**src/rtl/garbage_receiver_pkg.sv**
```systemverilog
// Shared sizing, queue entry layout and FSM encoding for the garbage receiver.
package DisplayPkg;

   localparam int GARBAGE_DEPTH  = 8;
   localparam int MAX_PENDING    = 20;
   localparam int MAX_INSERT     = 8;
   localparam int PLAYFIELD_COLS = 10;

   typedef struct packed {
      logic [3:0] count;
      logic [3:0] hole;
   } garbage_entry_t;

   typedef enum logic [1:0] {
      ST_IDLE   = 2'd0,
      ST_CANCEL = 2'd1,
      ST_INSERT = 2'd2
   } gr_state_t;

   // Fold a raw random byte onto a playfield column index.
   function automatic logic [3:0] hole_from_rand(input logic [7:0] r);
      return 4'(r % 8'(PLAYFIELD_COLS));
   endfunction

endpackage

```
**src/rtl/garbage_receiver_lfsr.sv**
```systemverilog
// 8-bit maximal-length Fibonacci LFSR (x^8+x^6+x^5+x^4+1) that steps only when enabled.
module garbage_lfsr (
   input  logic       clk,
   input  logic       rst,
   input  logic       en,
   output logic [7:0] value
);

   logic feedback;

   assign feedback = value[7] ^ value[5] ^ value[4] ^ value[3];

   always_ff @(posedge clk) begin
      if (rst) begin
         value <= 8'hA5;
      end else if (en) begin
         value <= {value[6:0], feedback};
      end
   end

endmodule

```
**src/rtl/garbage_receiver.sv**
```systemverilog
// Queues incoming garbage packets, cancels them against local attacks and feeds rows to the playfield.
module garbage_receiver #(
   parameter int GARBAGE_DEPTH = DisplayPkg::GARBAGE_DEPTH,
   parameter int MAX_PENDING   = DisplayPkg::MAX_PENDING,
   parameter int MAX_INSERT    = DisplayPkg::MAX_INSERT
) (
   input  logic       clk,
   input  logic       rst,
   input  logic       game_start,
   input  logic       gb_valid,
   input  logic [3:0] gb_lines,
   output logic       gb_ready,
   input  logic       sent_valid,
   input  logic [4:0] sent_lines,
   output logic       sent_ready,
   output logic       cancel_valid,
   output logic [4:0] cancel_remainder,
   input  logic       lock_pulse,
   input  logic       lock_cleared,
   output logic       ins_valid,
   output logic [3:0] ins_hole,
   input  logic       ins_ready,
   output logic [4:0] pending_total,
   output logic       busy
);
   import DisplayPkg::*;

   localparam int PTR_W = (GARBAGE_DEPTH > 1) ? $clog2(GARBAGE_DEPTH) : 1;
   localparam int CNT_W = $clog2(GARBAGE_DEPTH + 1);
   localparam int INS_W = $clog2(MAX_INSERT + 1);

   function automatic logic [4:0] min5(input logic [4:0] a, input logic [4:0] b);
      return (a < b) ? a : b;
   endfunction

   function automatic logic [PTR_W-1:0] ptr_inc(input logic [PTR_W-1:0] p);
      return (p == PTR_W'(GARBAGE_DEPTH - 1)) ? '0 : p + PTR_W'(1);
   endfunction

   garbage_entry_t   fifo_mem [GARBAGE_DEPTH];
   garbage_entry_t   head;
   logic [PTR_W-1:0] rd_ptr, wr_ptr;
   logic [CNT_W-1:0] fifo_cnt;
   gr_state_t        state;
   logic [4:0]       rem;
   logic [INS_W-1:0] ins_cnt;
   logic             lock_pend, lock_pend_cleared;
   logic [7:0]       rand_val;

   logic       clr, empty, full, push, pop;
   logic       cancel_done, cancel_step, ins_fire, ins_last;
   logic       lock_now, lock_now_cleared;
   logic [4:0] room, store_cnt, dec_amt;
   logic [3:0] head_left;

   assign clr   = rst | game_start;
   assign head  = fifo_mem[rd_ptr];
   assign empty = (fifo_cnt == '0);
   assign full  = (fifo_cnt == CNT_W'(GARBAGE_DEPTH));

   // Packets are clipped so the total queued never exceeds the playfield height.
   assign room      = 5'(MAX_PENDING) - pending_total;
   assign store_cnt = min5({1'b0, gb_lines}, room);
   assign push      = gb_valid && !full && !clr && (store_cnt != 5'd0);

   assign cancel_done = (state == ST_CANCEL) && ((rem == 5'd0) || empty);
   assign cancel_step = (state == ST_CANCEL) && !cancel_done;
   assign ins_valid   = (state == ST_INSERT) && !empty;
   assign ins_fire    = ins_valid && ins_ready;

   assign dec_amt   = cancel_step ? min5(rem, {1'b0, head.count}) : (ins_fire ? 5'd1 : 5'd0);
   assign head_left = head.count - dec_amt[3:0];
   assign pop       = (dec_amt != 5'd0) && (head_left == 4'd0);
   assign ins_last  = ins_fire && ((ins_cnt == INS_W'(MAX_INSERT - 1)) ||
                                   (pop && (fifo_cnt == CNT_W'(1)) && !push));

   assign lock_now         = lock_pulse || lock_pend;
   assign lock_now_cleared = lock_pulse ? lock_cleared : lock_pend_cleared;

   assign gb_ready         = !full;
   assign sent_ready       = (state == ST_IDLE);
   assign busy             = !sent_ready;
   assign cancel_valid     = cancel_done;
   assign cancel_remainder = cancel_done ? rem : 5'd0;
   assign ins_hole         = ins_valid ? head.hole : 4'd0;

   garbage_lfsr u_lfsr (
      .clk   (clk),
      .rst   (rst),
      .en    (push),
      .value (rand_val)
   );

   // Entry storage: push and head decrement never target the same slot.
   always_ff @(posedge clk) begin
      if (push) begin
         fifo_mem[wr_ptr] <= '{count: store_cnt[3:0], hole: hole_from_rand(rand_val)};
      end
      if (dec_amt != 5'd0) begin
         fifo_mem[rd_ptr].count <= head_left;
      end
   end

   always_ff @(posedge clk) begin
      if (clr) begin
         rd_ptr            <= '0;
         wr_ptr            <= '0;
         fifo_cnt          <= '0;
         pending_total     <= 5'd0;
         state             <= ST_IDLE;
         rem               <= 5'd0;
         ins_cnt           <= '0;
         lock_pend         <= 1'b0;
         lock_pend_cleared <= 1'b0;
      end else begin
         if (push) wr_ptr <= ptr_inc(wr_ptr);
         if (pop)  rd_ptr <= ptr_inc(rd_ptr);
         fifo_cnt      <= fifo_cnt + CNT_W'(push) - CNT_W'(pop);
         pending_total <= pending_total + (push ? store_cnt : 5'd0) - dec_amt;

         if (lock_pulse && (state != ST_IDLE)) begin
            lock_pend         <= 1'b1;
            lock_pend_cleared <= lock_cleared;
         end

         case (state)
            ST_IDLE: begin
               if (sent_valid) begin
                  rem   <= sent_lines;
                  state <= ST_CANCEL;
                  if (lock_pulse) begin
                     lock_pend         <= 1'b1;
                     lock_pend_cleared <= lock_cleared;
                  end
               end else if (lock_now) begin
                  lock_pend <= 1'b0;
                  if (!lock_now_cleared && (pending_total != 5'd0)) begin
                     state   <= ST_INSERT;
                     ins_cnt <= '0;
                  end
               end
            end
            ST_CANCEL: begin
               if (cancel_done) state <= ST_IDLE;
               else             rem   <= rem - dec_amt;
            end
            ST_INSERT: begin
               if (ins_fire) ins_cnt <= ins_cnt + INS_W'(1);
               if (ins_last || empty) state <= ST_IDLE;
            end
            default: state <= ST_IDLE;
         endcase
      end
   end

endmodule

```
**config.mk**
```make
export PLATFORM = sky130hd
export DESIGN_NAME = garbage_receiver
export DESIGN_NICKNAME = d
export VERILOG_FILES = /design/src/rtl/garbage_receiver_pkg.sv /design/src/rtl/garbage_receiver_lfsr.sv /design/src/rtl/garbage_receiver.sv
export SDC_FILE = /design/constraint.sdc
export NUM_CORES = 1
export LEC_CHECK = 0
export BUFFER_PORTS_ARGS = -buffer_cell sky130_fd_sc_hd__buf_2
export CORE_UTILIZATION = 40
export DETAILED_ROUTE_END_ITERATION = 10
export RECOVER_POWER = 100
export SETUP_SLACK_MARGIN = 0.2
export SYNTH_ARGS = -nofsm -noshare
export SYNTH_HDL_FRONTEND = slang
export SYNTH_HIERARCHICAL = 1
export SYNTH_SLANG_ARGS = --single-unit
export TNS_END_PERCENT = 100
```
**constraint.sdc**
```tcl
create_clock -name clk -period 5.4 [get_ports clk]
set_clock_uncertainty 0.15 [all_clocks]
set_input_delay 1.08 -clock clk [delete_from_list [all_inputs] [get_ports clk]]
set_output_delay 1.08 -clock clk [all_outputs]
set_load 0.005 [all_outputs]
```
==> results.md <==
Drt:
- The post-route antenna net violation count is 0.
- The detailed router put a total of slightly below 7 mm of wire on met1.
- After detailed routing, no signal wire sits above met4.
- The first detailed-routing pass took 6 iterations.
- After detailed routing, the met3 layer carries 885 um of wire.
- The total wire length is 14.4 mm.
- For this block, the via count after detailed routing is 4675.
- The remaining routing DRC violations is 0.
- The detailed-route vias per instance is approximately 5.6.
- Detailed routing placed a total of around 6.5 mm of wire on met2.
- The detail-routed net length per standard cell is ~17 um.
- The first routing iteration left 306 violations.

Timing:
- The number of setup violations in the final report is 0.
- The minimum clock period after layout is 4910 ps.
- Headroom to the max-slew limit came out at 0.120.
- For the pin with the worst max-slew slack, the measured transition is around 1300 ps.
- The final-report hold violation count came to 0.
- The worst hold slack is 349 ps.
- Setup repair after global routing left no endpoint under its margin.
- The number of pins exceeding their max-slew limit in the final report was 0.
- The final worst-path cycle share is 0.909.
- Adding up every negative setup slack in the final design gives 0 ps.
- Timing would allow up to a little over 200 MHz.

Placed design:
- The wire-length estimate of the detail-placed layout is 10.9 mm.
- The count of buffers inserted at the top-level ports is 35.
- The final RePlAce weighted congestion is 0.866.

Power and ir drop:
- Power spread over the standard cell area amounts to approximately 250 nW/um^2.
- The standby leakage power is ~0.0026 uW.
- The internal power component is around 1300 uW.
- The switching share of total power is 0.277.
- The share of total power dissipated in the clock network is 0.379.
- The net switching power of the design is ~490 uW.
- The share of total power dissipated in sequential elements is 0.494.
- The overall power of the completed layout is 1770 uW.
- The share of total power dissipated in combinational logic is 0.127.
- The worst-case IR drop observed on VDD is ~130 uV.

Synth:
- Averaged over all synthesized cells, the footprint is around 10 um^2.
- The number of cells produced by synthesis is slightly below 600.
- The count of cell types in the netlist is 69.
- The most used flip-flop cell after synthesis is sky130_fd_sc_hd__edfxtp_1.
- The synthesized design contains ~100 register bits.
- The count of flip-flops with a built-in enable after synthesis is 64.
- After synthesis, the share of flip-flops with an asynchronous set or reset is 0.
- The mapped cell area is between 6000 and 7000 um^2.
- The total nets after synthesis is 650.
- Yosys attributes the largest share of cell area to sky130_fd_sc_hd__edfxtp_1 (31%), sky130_fd_sc_hd__dfxtp_1 (13%), sky130_fd_sc_hd__ha_1 (6.0%), sky130_fd_sc_hd__mux4_2 (5.8%), sky130_fd_sc_hd__mux2i_1 (3.8%).
- The share of the Yosys chip area taken by registers is 0.433.
- The largest total area in the synthesized netlist belongs to sky130_fd_sc_hd__edfxtp_1.
- The share of the synthesized area in the top cell type is 0.308.
- The Yosys step of the flow raised 6 warnings.

Global route:
- The number of antenna violations at the first check in global routing is 0.
- Entering global routing, the biggest net connects 22 pins.
- The via count of the first global-routing pass is approximately 4400.
- The first-pass GRT wire length is ~24 mm.
- The overall fraction of global-route tracks in use is 0.191.
- The total grt overflow is 0.

Job:
- The total of max-cap violations is 0.

Layout:
- In the final design database the tool counted just under 700 nets.
- The synthesis-to-finish area growth is 11.1%.
- The proportion of layout cells with a drive suffix above 1 is 0.145.
- The number of antenna diodes in the final layout is 0.
- The register area is 2710 um^2.
- The multi-input combinational cells in the finished layout cover a total of 3220 um^2.
- The number of inserted filler cells in the final layout is about 1400.

Floorplan:
- The total I/O pin count is 36.
- The initial standard-cell utilization of the core is 0.411.
- The die covers approximately 16000 um^2.
- Row generation in the floorplan step produced 45 rows.
- The die is between 100 and 150 um tall.
- The core region is ~15000 um^2.
- The die is roughly 130 um wide.

Critical path:
- The required time at the worst-slack endpoint is ~5500 ps.
- The cell depth of the worst flop-to-flop path is 20.
- Along the worst path, the maximum fanout reaches 6.
- The register-to-register path setup slack is 490 ps.
- The worst path arrival time is about 5000 ps.
- Following the worst setup path forward leads to its endpoint at fifo_cnt[3].
- In this run the critical register-to-register path is captured at fifo_cnt[3].
- The type of element launching the critical path is a flip-flop.
- STA classifies the critical path endpoint as a flip-flop.
- The setup path with the least slack is of type reg -> reg.

Clock network:
- TritonCTS built the clock tree.
- The count of H-tree levels built during CTS is 3.
- The clock transition at the registers of the reported paths is roughly 80 ps.
- The master cell of the clock root buffer is sky130_fd_sc_hd__clkbuf_16.
- Counting along the longest clock path gives a buffer depth of 2.
- The clock net sink count is 103.
- After clock tree synthesis, the flow added hold-fix buffers numbering 0.
- The number of clock buffers added by TritonCTS is 9.
- The clock latency reported for the late side of the worst-skew pair is 360 ps.

Status:
- The run finished with clean final reports.

Hold path:
- In this run the worst hold path is classified as reg -> reg.
## power groups by stage
| stage | Combinational, uW | Clock, uW | Sequential (uW) |
|---|---|---|---|
| after floorplan | 162 | 0 | 884 |
| after global placement | 217 | 0 | 890 |
| after detailed placement | 223 | 0 | 891 |
| after CTS | 225 | 680 | 873 |
| after global routing | 250 | 709 | 875 |
| final | 224 | 669 | 872 |
## routing by layer
metal,vias to the layer above,GRT usage
li1,2273,-
met3,19,0.0283
met4,0,0.0770
met5,-,0
met1,2248,0.274
met2,135,0.288
## cell usage after synthesis (3+ instances only)
cell type	instances
sky130_fd_sc_hd__inv_2	8
sky130_fd_sc_hd__o21ai_1	26
sky130_fd_sc_hd__nor2_1	50
sky130_fd_sc_hd__a22oi_1	3
sky130_fd_sc_hd__a21o_1	5
sky130_fd_sc_hd__nand3b_1	5
sky130_fd_sc_hd__buf_6	4
sky130_fd_sc_hd__edfxtp_1	64
sky130_fd_sc_hd__buf_2	3
sky130_fd_sc_hd__nand4_1	6
sky130_fd_sc_hd__a21oi_1	25
sky130_fd_sc_hd__o21bai_1	3
sky130_fd_sc_hd__dfxtp_1	39
sky130_fd_sc_hd__and2_1	4
sky130_fd_sc_hd__inv_1	39
sky130_fd_sc_hd__nand2b_1	7
sky130_fd_sc_hd__xor2_1	7
sky130_fd_sc_hd__nor4_1	3
sky130_fd_sc_hd__a211oi_1	8
sky130_fd_sc_hd__nor2b_1	14
sky130_fd_sc_hd__nor3b_1	5
sky130_fd_sc_hd__mux2i_1	24
sky130_fd_sc_hd__clkbuf_1	13
sky130_fd_sc_hd__mux4_2	16
sky130_fd_sc_hd__ha_1	30
sky130_fd_sc_hd__nand2_1	54
sky130_fd_sc_hd__o21a_1	4
sky130_fd_sc_hd__fa_1	7
sky130_fd_sc_hd__a31oi_1	5
sky130_fd_sc_hd__nand3_1	17
sky130_fd_sc_hd__mux2i_4	3
sky130_fd_sc_hd__o21ai_0	11
sky130_fd_sc_hd__o211ai_1	4
sky130_fd_sc_hd__o31ai_1	8
sky130_fd_sc_hd__xnor2_1	10
sky130_fd_sc_hd__nor3_1	17
sky130_fd_sc_hd__a31o_1	7
## layout by cell type (no fill, tap or decap), drive strengths merged, types with 5 or more instances in the layout
| master | instances |
|---|---|
| a211oi | 9 |
| a21o | 5 |
| a21oi | 26 |
| a31o | 7 |
| a31oi | 5 |
| buf | 39 |
| clkbuf | 26 |
| dfxtp | 39 |
| edfxtp | 64 |
| fa | 7 |
| ha | 30 |
| inv | 51 |
| mux2i | 28 |
| mux4 | 16 |
| nand2 | 54 |
| nand2b | 7 |
| nand3 | 20 |
| nand3b | 6 |
| nand4 | 7 |
| nor2 | 50 |
| nor2b | 14 |
| nor3 | 17 |
| nor3b | 6 |
| nor4 | 5 |
| o21ai | 37 |
| o31ai | 8 |
| xnor2 | 11 |
| xor2 | 7 |
## flip-flops by register name, indices dropped and copies added, names as in the netlist, named ones only
name / cells
rd_ptr: 3
state: 2
lock_pend: 1
pending_total: 5
wr_ptr: 3
fifo_cnt: 4
rem: 5
u_lfsr/value: 8
ins_cnt: 4
lock_pend_cleared: 1
fifo_mem: 64
## how the worst min path moves through the flow
stage / startpoint / end / cells past startpoint
floorplan: u_lfsr/value[2] / u_lfsr/value[2] / 2
global placement: lock_pend_cleared / lock_pend_cleared / 2
detailed placement: ins_cnt[1] / ins_cnt[1] / 2
CTS: ins_cnt[1] / ins_cnt[1] / 2
global route: lock_pend_cleared / lock_pend_cleared / 2
finish: ins_cnt[1] / ins_cnt[1] / 2
## cell type report
| class | instances | share of cell area |
|---|---|---|
| clock buffers | 9 | 0.0325 |
| clock inverters | 7 | 0.0114 |
| inverters | 48 | 0.0260 |
| multi-input cells | 424 | 0.464 |
| flip-flops and latches | 103 | 0.390 |
| well taps | 188 | 0.0339 |
| repair buffers | 56 | 0.0426 |
## metrics by stage
| stage | instances | area (um^2) | setup WS, ps | utilization |
|---|---|---|---|---|
| after floorplan | 596 | 6250 | 258 | - |
| after global placement | 817 | 6690 | 190 | 0.440 |
| after detailed placement | 817 | 6690 | 68.0 | 0.440 |
| after CTS | 833 | 7000 | 256 | 0.460 |
| after global routing | 835 | 6940 | 121 | 0.456 |
| final | 835 | 6940 | 493 | 0.456 |
## kinds of logic after synthesis
family,synth area share
AOI/OAI and AO/OA,0.127
xor gates and xnor gates,0.0264
adders and majority gates,0.0825
buffers and inverters,0.0469
DFF,0.433
muxes,0.118
and+or+nand+nor,0.167
## critical path, stage by stage, from the launching register on
cell and delay [ps]:
sky130_fd_sc_hd__dfxtp_4 410, sky130_fd_sc_hd__mux4_2 510, sky130_fd_sc_hd__mux2_2 320, sky130_fd_sc_hd__inv_2 90, sky130_fd_sc_hd__ha_1 230, sky130_fd_sc_hd__o21a_1 170, sky130_fd_sc_hd__o21ai_1 160, sky130_fd_sc_hd__a22o_2 270
sky130_fd_sc_hd__mux2i_4 260, sky130_fd_sc_hd__inv_2 80, sky130_fd_sc_hd__ha_4 290, sky130_fd_sc_hd__xor2_1 200, sky130_fd_sc_hd__nand3_1 160, sky130_fd_sc_hd__nor4_4 340, sky130_fd_sc_hd__ha_1 240, sky130_fd_sc_hd__inv_1 50
sky130_fd_sc_hd__ha_1 260, sky130_fd_sc_hd__a21o_1 170, sky130_fd_sc_hd__a21oi_1 180, sky130_fd_sc_hd__xnor2_1 140, sky130_fd_sc_hd__nor2_1 50
## what timing repair did
action                                  4_1_cts  5_1_grt
setup buffers                                 0        2
endpoints found under the hold margin         0        0
endpoints found under the setup margin        3        3
resized for setup                             2        6
pin swaps                                     0        2
No activity file was read; power rests on OpenSTA's default activity.
